[src/rtl/uart_pkg.sv]
// ---------------------------------------------------------------------------
// uart_pkg
//   Constants shared by the UART transmitter and receiver: line levels for
//   idle/start/stop, default frame geometry and the receiver state encoding.
//   No ports; imported with "import uart_pkg::*;".
// ---------------------------------------------------------------------------
package uart_pkg;

  localparam logic IDLE_BIT  = 1'b1;
  localparam logic START_BIT = 1'b0;
  localparam logic END_BIT   = 1'b1;

  localparam int DEFAULT_WIDTH        = 8;
  localparam int DEFAULT_CLKS_PER_BIT = 16;

  typedef enum logic [2:0] {
    IDLE      = 3'd0,
    START     = 3'd1,
    DATA      = 3'd2,
    STOP      = 3'd3,
    WAIT_IDLE = 3'd4
  } rx_state_e;

endpackage

[src/rtl/sync_2ff.sv]
// ---------------------------------------------------------------------------
// sync_2ff
//   Two-flop synchronizer for a single asynchronous input bit. Both flops
//   reset to RESET_VAL so the synchronized output shows a known level (e.g.
//   an idle serial line) straight out of reset.
// Ports
//   i_clk    in   1   sampling clock
//   i_rst_n  in   1   asynchronous active-low reset
//   i_d      in   1   asynchronous input
//   o_q      out  1   synchronized output, two clocks behind i_d
// ---------------------------------------------------------------------------
module sync_2ff #(
  parameter logic RESET_VAL = 1'b0
) (
  input  logic i_clk,
  input  logic i_rst_n,
  input  logic i_d,
  output logic o_q
);

  logic meta;

  always_ff @(posedge i_clk or negedge i_rst_n) begin
    if (!i_rst_n) begin
      meta <= RESET_VAL;
      o_q  <= RESET_VAL;
    end else begin
      meta <= i_d;
      o_q  <= meta;
    end
  end

endmodule

[src/rtl/uart_rx.sv]
// ---------------------------------------------------------------------------
// uart_rx
//   8N1-style UART receiver. The line is synchronized, the start bit is
//   qualified at its midpoint, then each data bit (LSB first) and the stop
//   bit are sampled one bit period apart. Good frames land in a one-entry
//   output register with a valid/ready handshake; a bad stop bit raises a
//   frame-error pulse and a frame arriving while the register is still full
//   is dropped with an overrun pulse.
// Ports
//   i_clk        in   1      system clock, rising edge
//   i_rst_n      in   1      asynchronous active-low reset
//   i_uart_rx    in   1      asynchronous serial line, idles high
//   o_data       out  WIDTH  received byte, stable while o_valid is high
//   o_valid      out  1      byte available, held until accepted
//   i_ready      in   1      consumer takes o_data when o_valid && i_ready
//   o_frame_err  out  1      one-cycle pulse: stop bit sampled low
//   o_overrun    out  1      one-cycle pulse: frame dropped, register full
//   o_busy       out  1      receiver is not idle
// ---------------------------------------------------------------------------
module uart_rx
  import uart_pkg::*;
#(
  parameter int WIDTH        = DEFAULT_WIDTH,
  parameter int CLKS_PER_BIT = DEFAULT_CLKS_PER_BIT,
  parameter int CNT_WIDTH    = 16
) (
  input  logic             i_clk,
  input  logic             i_rst_n,
  input  logic             i_uart_rx,
  output logic [WIDTH-1:0] o_data,
  output logic             o_valid,
  input  logic             i_ready,
  output logic             o_frame_err,
  output logic             o_overrun,
  output logic             o_busy
);

  localparam int IDX_W = (WIDTH > 1) ? $clog2(WIDTH) : 1;

  localparam logic [CNT_WIDTH-1:0] HALF_LAST = CNT_WIDTH'(CLKS_PER_BIT / 2 - 1);
  localparam logic [CNT_WIDTH-1:0] BIT_LAST  = CNT_WIDTH'(CLKS_PER_BIT - 1);
  localparam logic [IDX_W-1:0]     IDX_LAST  = IDX_W'(WIDTH - 1);

  logic                 rx_s;
  rx_state_e            state, state_next;
  logic [CNT_WIDTH-1:0] timer, timer_next;
  logic [IDX_W-1:0]     bit_idx, bit_idx_next;
  logic [WIDTH-1:0]     shift;
  logic                 sample_bit;
  logic                 stop_good;
  logic                 stop_bad;
  logic                 accept;

  sync_2ff #(
    .RESET_VAL (IDLE_BIT)
  ) u_sync (
    .i_clk   (i_clk),
    .i_rst_n (i_rst_n),
    .i_d     (i_uart_rx),
    .o_q     (rx_s)
  );

  always_ff @(posedge i_clk or negedge i_rst_n) begin
    if (!i_rst_n) begin
      state   <= IDLE;
      timer   <= '0;
      bit_idx <= '0;
    end else begin
      state   <= state_next;
      timer   <= timer_next;
      bit_idx <= bit_idx_next;
    end
  end

  // The start bit is checked half a bit in, so every later sample taken a
  // full bit period apart falls near the middle of its bit.
  always_comb begin
    state_next   = state;
    timer_next   = timer;
    bit_idx_next = bit_idx;
    sample_bit   = 1'b0;
    stop_good    = 1'b0;
    stop_bad     = 1'b0;
    case (state)
      IDLE: begin
        if (rx_s == START_BIT) begin
          state_next = START;
          timer_next = '0;
        end
      end
      START: begin
        if (timer == HALF_LAST) begin
          timer_next = '0;
          if (rx_s == IDLE_BIT) begin
            state_next = IDLE;
          end else begin
            state_next   = DATA;
            bit_idx_next = '0;
          end
        end else begin
          timer_next = timer + 1'b1;
        end
      end
      DATA: begin
        if (timer == BIT_LAST) begin
          timer_next = '0;
          sample_bit = 1'b1;
          if (bit_idx == IDX_LAST) begin
            state_next = STOP;
          end else begin
            bit_idx_next = bit_idx + 1'b1;
          end
        end else begin
          timer_next = timer + 1'b1;
        end
      end
      STOP: begin
        if (timer == BIT_LAST) begin
          timer_next = '0;
          if (rx_s == END_BIT) begin
            stop_good  = 1'b1;
            state_next = IDLE;
          end else begin
            stop_bad   = 1'b1;
            state_next = WAIT_IDLE;
          end
        end else begin
          timer_next = timer + 1'b1;
        end
      end
      WAIT_IDLE: begin
        // A low stop bit may be a break; never restart until the line idles.
        if (rx_s == IDLE_BIT) begin
          state_next = IDLE;
        end
      end
      default: begin
        state_next = IDLE;
      end
    endcase
  end

  always_ff @(posedge i_clk or negedge i_rst_n) begin
    if (!i_rst_n) begin
      shift <= '0;
    end else if (sample_bit) begin
      shift[bit_idx] <= rx_s;
    end
  end

  assign accept = o_valid && i_ready;

  // A byte accepted on the same edge a new frame completes frees the
  // register in time, so the new byte loads and o_valid stays high.
  always_ff @(posedge i_clk or negedge i_rst_n) begin
    if (!i_rst_n) begin
      o_data      <= '0;
      o_valid     <= 1'b0;
      o_overrun   <= 1'b0;
      o_frame_err <= 1'b0;
    end else begin
      if (stop_good && (!o_valid || accept)) begin
        o_data  <= shift;
        o_valid <= 1'b1;
      end else if (accept) begin
        o_valid <= 1'b0;
      end
      o_overrun   <= stop_good && o_valid && !accept;
      o_frame_err <= stop_bad;
    end
  end

  assign o_busy = (state != IDLE);

`ifdef FORMAL
  always @(posedge i_clk) begin
    if (i_rst_n) begin
      assert (timer <= BIT_LAST);
      assert (bit_idx <= IDX_LAST);
    end
  end
`endif

endmodule
[config.mk]
export PLATFORM = sky130hd
export DESIGN_NAME = uart_rx
export DESIGN_NICKNAME = d
export VERILOG_FILES = /design/src/rtl/uart_pkg.sv /design/src/rtl/sync_2ff.sv /design/src/rtl/uart_rx.sv
export SDC_FILE = /design/constraint.sdc
export NUM_CORES = 1
export LEC_CHECK = 0
export ABC_CLOCK_PERIOD_IN_PS = 2550
export CAP_MARGIN = 20
export CORE_ASPECT_RATIO = 0.6
export CORE_UTILIZATION = 58
export CTS_CLUSTER_DIAMETER = 50
export CTS_CLUSTER_SIZE = 16
export DETAILED_ROUTE_END_ITERATION = 8
export PLACE_DENSITY_LB_ADDON = 0.08
export SYNTH_ARGS = -nofsm -noshare
export SYNTH_HDL_FRONTEND = slang
export SYNTH_SLANG_ARGS = --single-unit
[constraint.sdc]
create_clock -name i_clk -period 2.55 [get_ports i_clk]
set_clock_uncertainty 0.15 [all_clocks]
set_input_delay 0.3825 -clock i_clk [delete_from_list [all_inputs] [get_ports i_clk]]
set_output_delay 0.3825 -clock i_clk [all_outputs]
set_load 0.01 [all_outputs]
* Word level (Yosys, flattened, before mapping)
Cells that the tools add are included.
** Operators by class
- $add $sub $neg :: 2
- Multipliers :: 0
- Divide/modulo/power cells :: 0
- Magnitude comparators :: 2
- Equal/unequal tests :: 15
- Shift-type cells :: 0
- Muxes and demuxes :: 31
- Bitwise gates (word level) :: 0
- Reduce and logical (&&, ||, !) cells :: 17
** Operators with widths (number)
- $mux 16 :: 3
- $pmux 16 s3 :: 1
- $mux 3 :: 11
- $add 16x1->16 const B :: 1
- $eq 16x3->1 const B :: 1
- $eq 16x4->1 const B :: 1
- $pmux 3 s5 :: 1
- $ne 2x2->1 const B :: 7
- $mux 1 :: 11
- $bwmux 8 :: 1
- $eq 3x2->1 const B :: 2
- $eq 3x3->1 const B :: 2
- $pmux 3 s2 :: 1
- $reduce_and 6->1 :: 1
- $reduce_bool 3->1 :: 2
- $logic_and 1x1->1 :: 5
- $reduce_and 5->1 :: 1
- $lt 3x4->1 const B :: 1
- $reduce_bool 2->1 :: 2
- $add 3x1->3 const B :: 1
- $demux 1 s3 :: 1
- $eq 3x1->1 const B :: 1
- $ge 3x1->1 const B :: 1
- $logic_not 3->1 :: 1
- 6 further kinds :: 7
** Storage, ports and cells
- Register bits after elaboration :: 43
- Bits in latches :: 0
- RAM bits :: 0
- Bits in read-only memories :: 0
- Input port bits :: 4
- Output and inout bits :: 12
- Memories :: 0

* Longest topological paths before layout
- Word-level depth :: 5
- Gate-level depth with buffers :: 7

* Hierarchy
Synthesis repeated with hierarchy kept, for this count alone.
** Unflattened totals
- Cells, all modules :: 209
- Area total of the unflattened synthesis :: 2193.4 sq um
** Modules (own cells, without submodules)
- uart_rx :: instances 1, cells an instance 207, area each 2140.8 sq um, seq. area each 1026.0 sq um
- sync_2ff :: instances 1, cells an instance 2, area each 52.6 sq um, seq. area each 52.6 sq um

* Least setup slack after synthesis
No wires, ideal clock.
- Kind :: reg-to-reg
- Start :: reg timer[11]
- End :: reg o_data[0]
- Arrival :: 2.013 ns
- Required time :: 2.275 ns
- Slack :: 0.262 ns
- Stages on the path, launching flop included :: 7
- Path through :: dfrtp_1 > nor4_1 > nand3_1 > nor3_2 > and4_4 > buf_12 > mux2_4
** On the way
- Word-level cells in the longest chain between the ends :: 4
** Ends and longest elaborated chain
- start: declaration :: line uart_rx.sv:46 : logic [CNT_WIDTH-1:0] timer, timer_next;
- start signal: assignment :: line uart_rx.sv:70 : timer <= timer_next;
- $eq 16x4->1 :: line uart_rx.sv:118 : if (timer == BIT_LAST) begin
- $mux 1 :: line uart_rx.sv:118
- $mux 1 :: line uart_rx.sv:84 : case (state)
- $logic_and 1x1->1 :: line uart_rx.sv:162 : if (stop_good && (!o_valid || accept)) begin
- end signal: assignment :: line uart_rx.sv:163 : o_data <= shift;
- end: declaration :: line uart_rx.sv:30 : output logic [WIDTH-1:0] o_data,
Every way passes these cells.
A chain may end at the register's enable or synchronous reset.

* Final worst setup path
- Start :: reg timer[11]
- End :: reg bit_idx[0]
** On the way
- Word-level cells in the longest chain between the ends :: 3
** Ends and longest elaborated chain
- $eq 16x4->1 or $eq 16x3->1 (tied branches) :: line uart_rx.sv:105, uart_rx.sv:92
- $ne 2x2->1 (no source line)
- $reduce_and 5->1 (no source line) *
- end signal: assignment :: line uart_rx.sv:71 : bit_idx <= bit_idx_next;
- end: declaration :: line uart_rx.sv:47 : logic [IDX_W-1:0] bit_idx, bit_idx_next;
Every way passes the cells marked *; elsewhere a longest branch is shown, timed or not.

==> impl_metrics.json <==
{
  "status": "finished, final reports clean",
  "path_cells": "nor4_1 > buf_4 > nand3_1 > nor4_1 > o21ai_0 > mux2_2",
  "synth_nets": 210,
  "cp_slowest_stage_delay_ns": 0.48,
  "path_clk_slew_ns": 0.08,
  "syn2layout_area_growth_pct": 14.92,
  "period_share_pct": 94.63,
  "cts_htree_levels": 2,
  "final_nets": 231,
  "cts_buffer_depth": 2,
  "syn_area_per_cell_um2": 10.78,
  "worstPathArrival_ns": 2.44,
  "ioPinCount": 16,
  "ys_ff_latch": 43,
  "cpMaxStageDelayCell": "dfrtp_1",
  "fillerInstances": 215,
  "place_congestion": 0.8967,
  "tightest_slew_ns": 0.9376,
  "clock-sinks": 43,
  "synthesis.area_um2": 2188,
  "yosysUniqueCellTypes": 45,
  "viasPerCell": 6.511,
  "netlist_instances": 203,
  "rows": 16,
  "vdd_drop_max_v": 0.0006355,
  "die_area_um2": 4031,
  "start_kind": "register",
  "setup.worst_path.class": "reg -> reg",
  "drc": 0,
  "min_path_type": "in -> async",
  "antenna_cells": 0,
  "drt_iter0_drc": 142,
  "drv_slew": 0,
  "yosys_most_used_dff": "dfrtp_1",
  "gr-usage-all-layers_pct": 28.49,
  "first_pass_iters": 5,
  "clk_latency_ns": 0.29,
  "regArea_um2": 1079,
  "max-cap-violations": 0,
  "cts_inserted_buffers": 5,
  "start_util_pct": 63.93,
  "drive_above_1_share_pct": 20.44,
  "ctsHoldBuffers": 0,
  "fin_util_pct": 73.46,
  "fin_setup_tns_ns": 0,
  "ys_seq_area_share_pct": 49.29,
  "max_freq_mhz": 414.4,
  "worst-path-max-fanout": 7,
  "antenna_found_initial": 0,
  "leakage_nw": 1.113,
  "multiInputGateArea_um2": 1046,
  "dp_hpwl_um": 3506,
  "grt_pass1_vias": 1699,
  "p_per_area_nw_per_um2": 694.9,
  "hold_ws_ns": 0.07632,
  "synth_edf_count": 0,
  "end_kind": "register",
  "rsz0062_at_grt": "false",
  "fp.dieW_um": 81.30,
  "setup_viol": 0,
  "wl_per_cell_um": 19.06,
  "cts_tree": "built",
  "vias": 1758,
  "hold_violations": 0,
  "crit_family": "simple AND/OR/NAND/NOR gates",
  "worstPathRequired_ns": 2.58,
  "die_h_um": 49.58,
  "yosysWarnings": 0,
  "async_flop_share_pct": 100.0,
  "slew_headroom_pct": 37.49,
  "ant_nets": 0,
  "path_common_cell": "nor4_1",
  "final_area_um2": 2515,
  "grt_max_degree": 44,
  "coreArea_um2": 3423,
  "port-buffer-count": 15,
  "cts_root_buf": "clkbuf_8",
  "routed_wl_um": 5146,
  "period_minus_slack_ns": 2.413,
  "critical_path_buf_inv_count": 1,
  "place_area_um2": 2379,
  "grt.overflow.total": 0,
  "grt_pass1_wl_um": 8355
}
cell families after synthesis:
family	synth area share, %
mux	10.12
fa+ha+maj	1.715
simple gates	22.41
xor+xnor	0.8006
buf+inv	3.774
compound gates	11.89
flops	49.29
layer usage:
metal | wire length [um] | GRT usage (%)
met1 | 2364 | 40.24
met2 | 2280 | 41.53
met3 | 422 | 7.407
met4 | 78 | 11.01
met5 | 0 | 0
through the flow:
step	total power, mW	setup slack [ns]	std cells
floorplan	1.078	0.2621	203
global placement	1.164	0.2490	262
detailed placement	1.189	0.1446	262
CTS	1.736	0.02221	270
global route	1.832	0.006780	270
finish	1.748	0.1368	270
synth_stat cells, types with 3 or more instances:
library cell | count | area share [%]
dfrtp_1 | 41 | 47
nand2_1 | 14 | 2.4
a21oi_1 | 11 | 2.5
o21ai_0 | 11 | 2.5
nand3_1 | 10 | 2.3
nor2_1 | 10 | 1.7
mux2_2 | 9 | 4.6
mux2_4 | 8 | 5.5
inv_1 | 7 | 1.2
nor4_1 | 7 | 2.0
or3_1 | 7 | 2.0
nand4_1 | 6 | 1.7
nor3_1 | 6 | 1.4
a22o_1 | 4 | 1.6
clkbuf_1 | 4 | 0.69
nand4b_1 | 4 | 1.6
o21ai_1 | 4 | 0.91
a21o_1 | 3 | 1.0
ha_1 | 3 | 1.7
report_power, final:
part	switching, mW	internal (mW)	total (mW)
logic	0.245	0.156	0.401
registers	0.0722	0.725	0.797
clock network	0.232	0.317	0.549
total	0.549	1.20	1.75
state kept, by name, summed over array words and instances (netlist names):
register and count:
timer 16, o_data 8, u_sync.o_q 1, o_overrun 1, o_valid 1, state 3, bit_idx 3, shift 8
o_frame_err 1, u_sync.meta 1
path summary, 6_finish.rpt:
kind	startpoint	to	slack (ns)	cells after the start
max	timer[11]	bit_idx[0]	0.14	6
min	i_rst_n	timer[14]	0.08	1
max reg2reg	timer[11]	bit_idx[0]	0.14	6
min reg2reg	u_sync.meta	u_sync.o_q	0.22	0
max in group asynchronous	i_rst_n	shift[1]	1.58	1
min in group i_clk	u_sync.meta	u_sync.o_q	0.22	0
layout by cell type (no fill, tap or decap), drive strengths merged, types with 8 or more instances in the layout:
cell type      count
clkdlybuf4s50     14
o21ai             15
dfrtp             41
nor2              10
nand2             14
mux2              17
nor4               8
nand3             10
a21oi             11
final cells by class:
class	count	share of cell area (%)
repair buffers	21	7.562
well taps	45	2.239
inverters	7	1.045
flip-flops and latches	43	42.89
multi-input cells	146	41.59
clock buffers	6	3.284
clock inverters	2	1.393
what timing repair did:
action | CTS | global route
setup buffers | 0 | 0
gates resized for setup | 0 | 3
endpoints found under the setup margin | 0 | 13
hold endpoints to repair | 0 | 0
(Power assumes the default switching activity.)
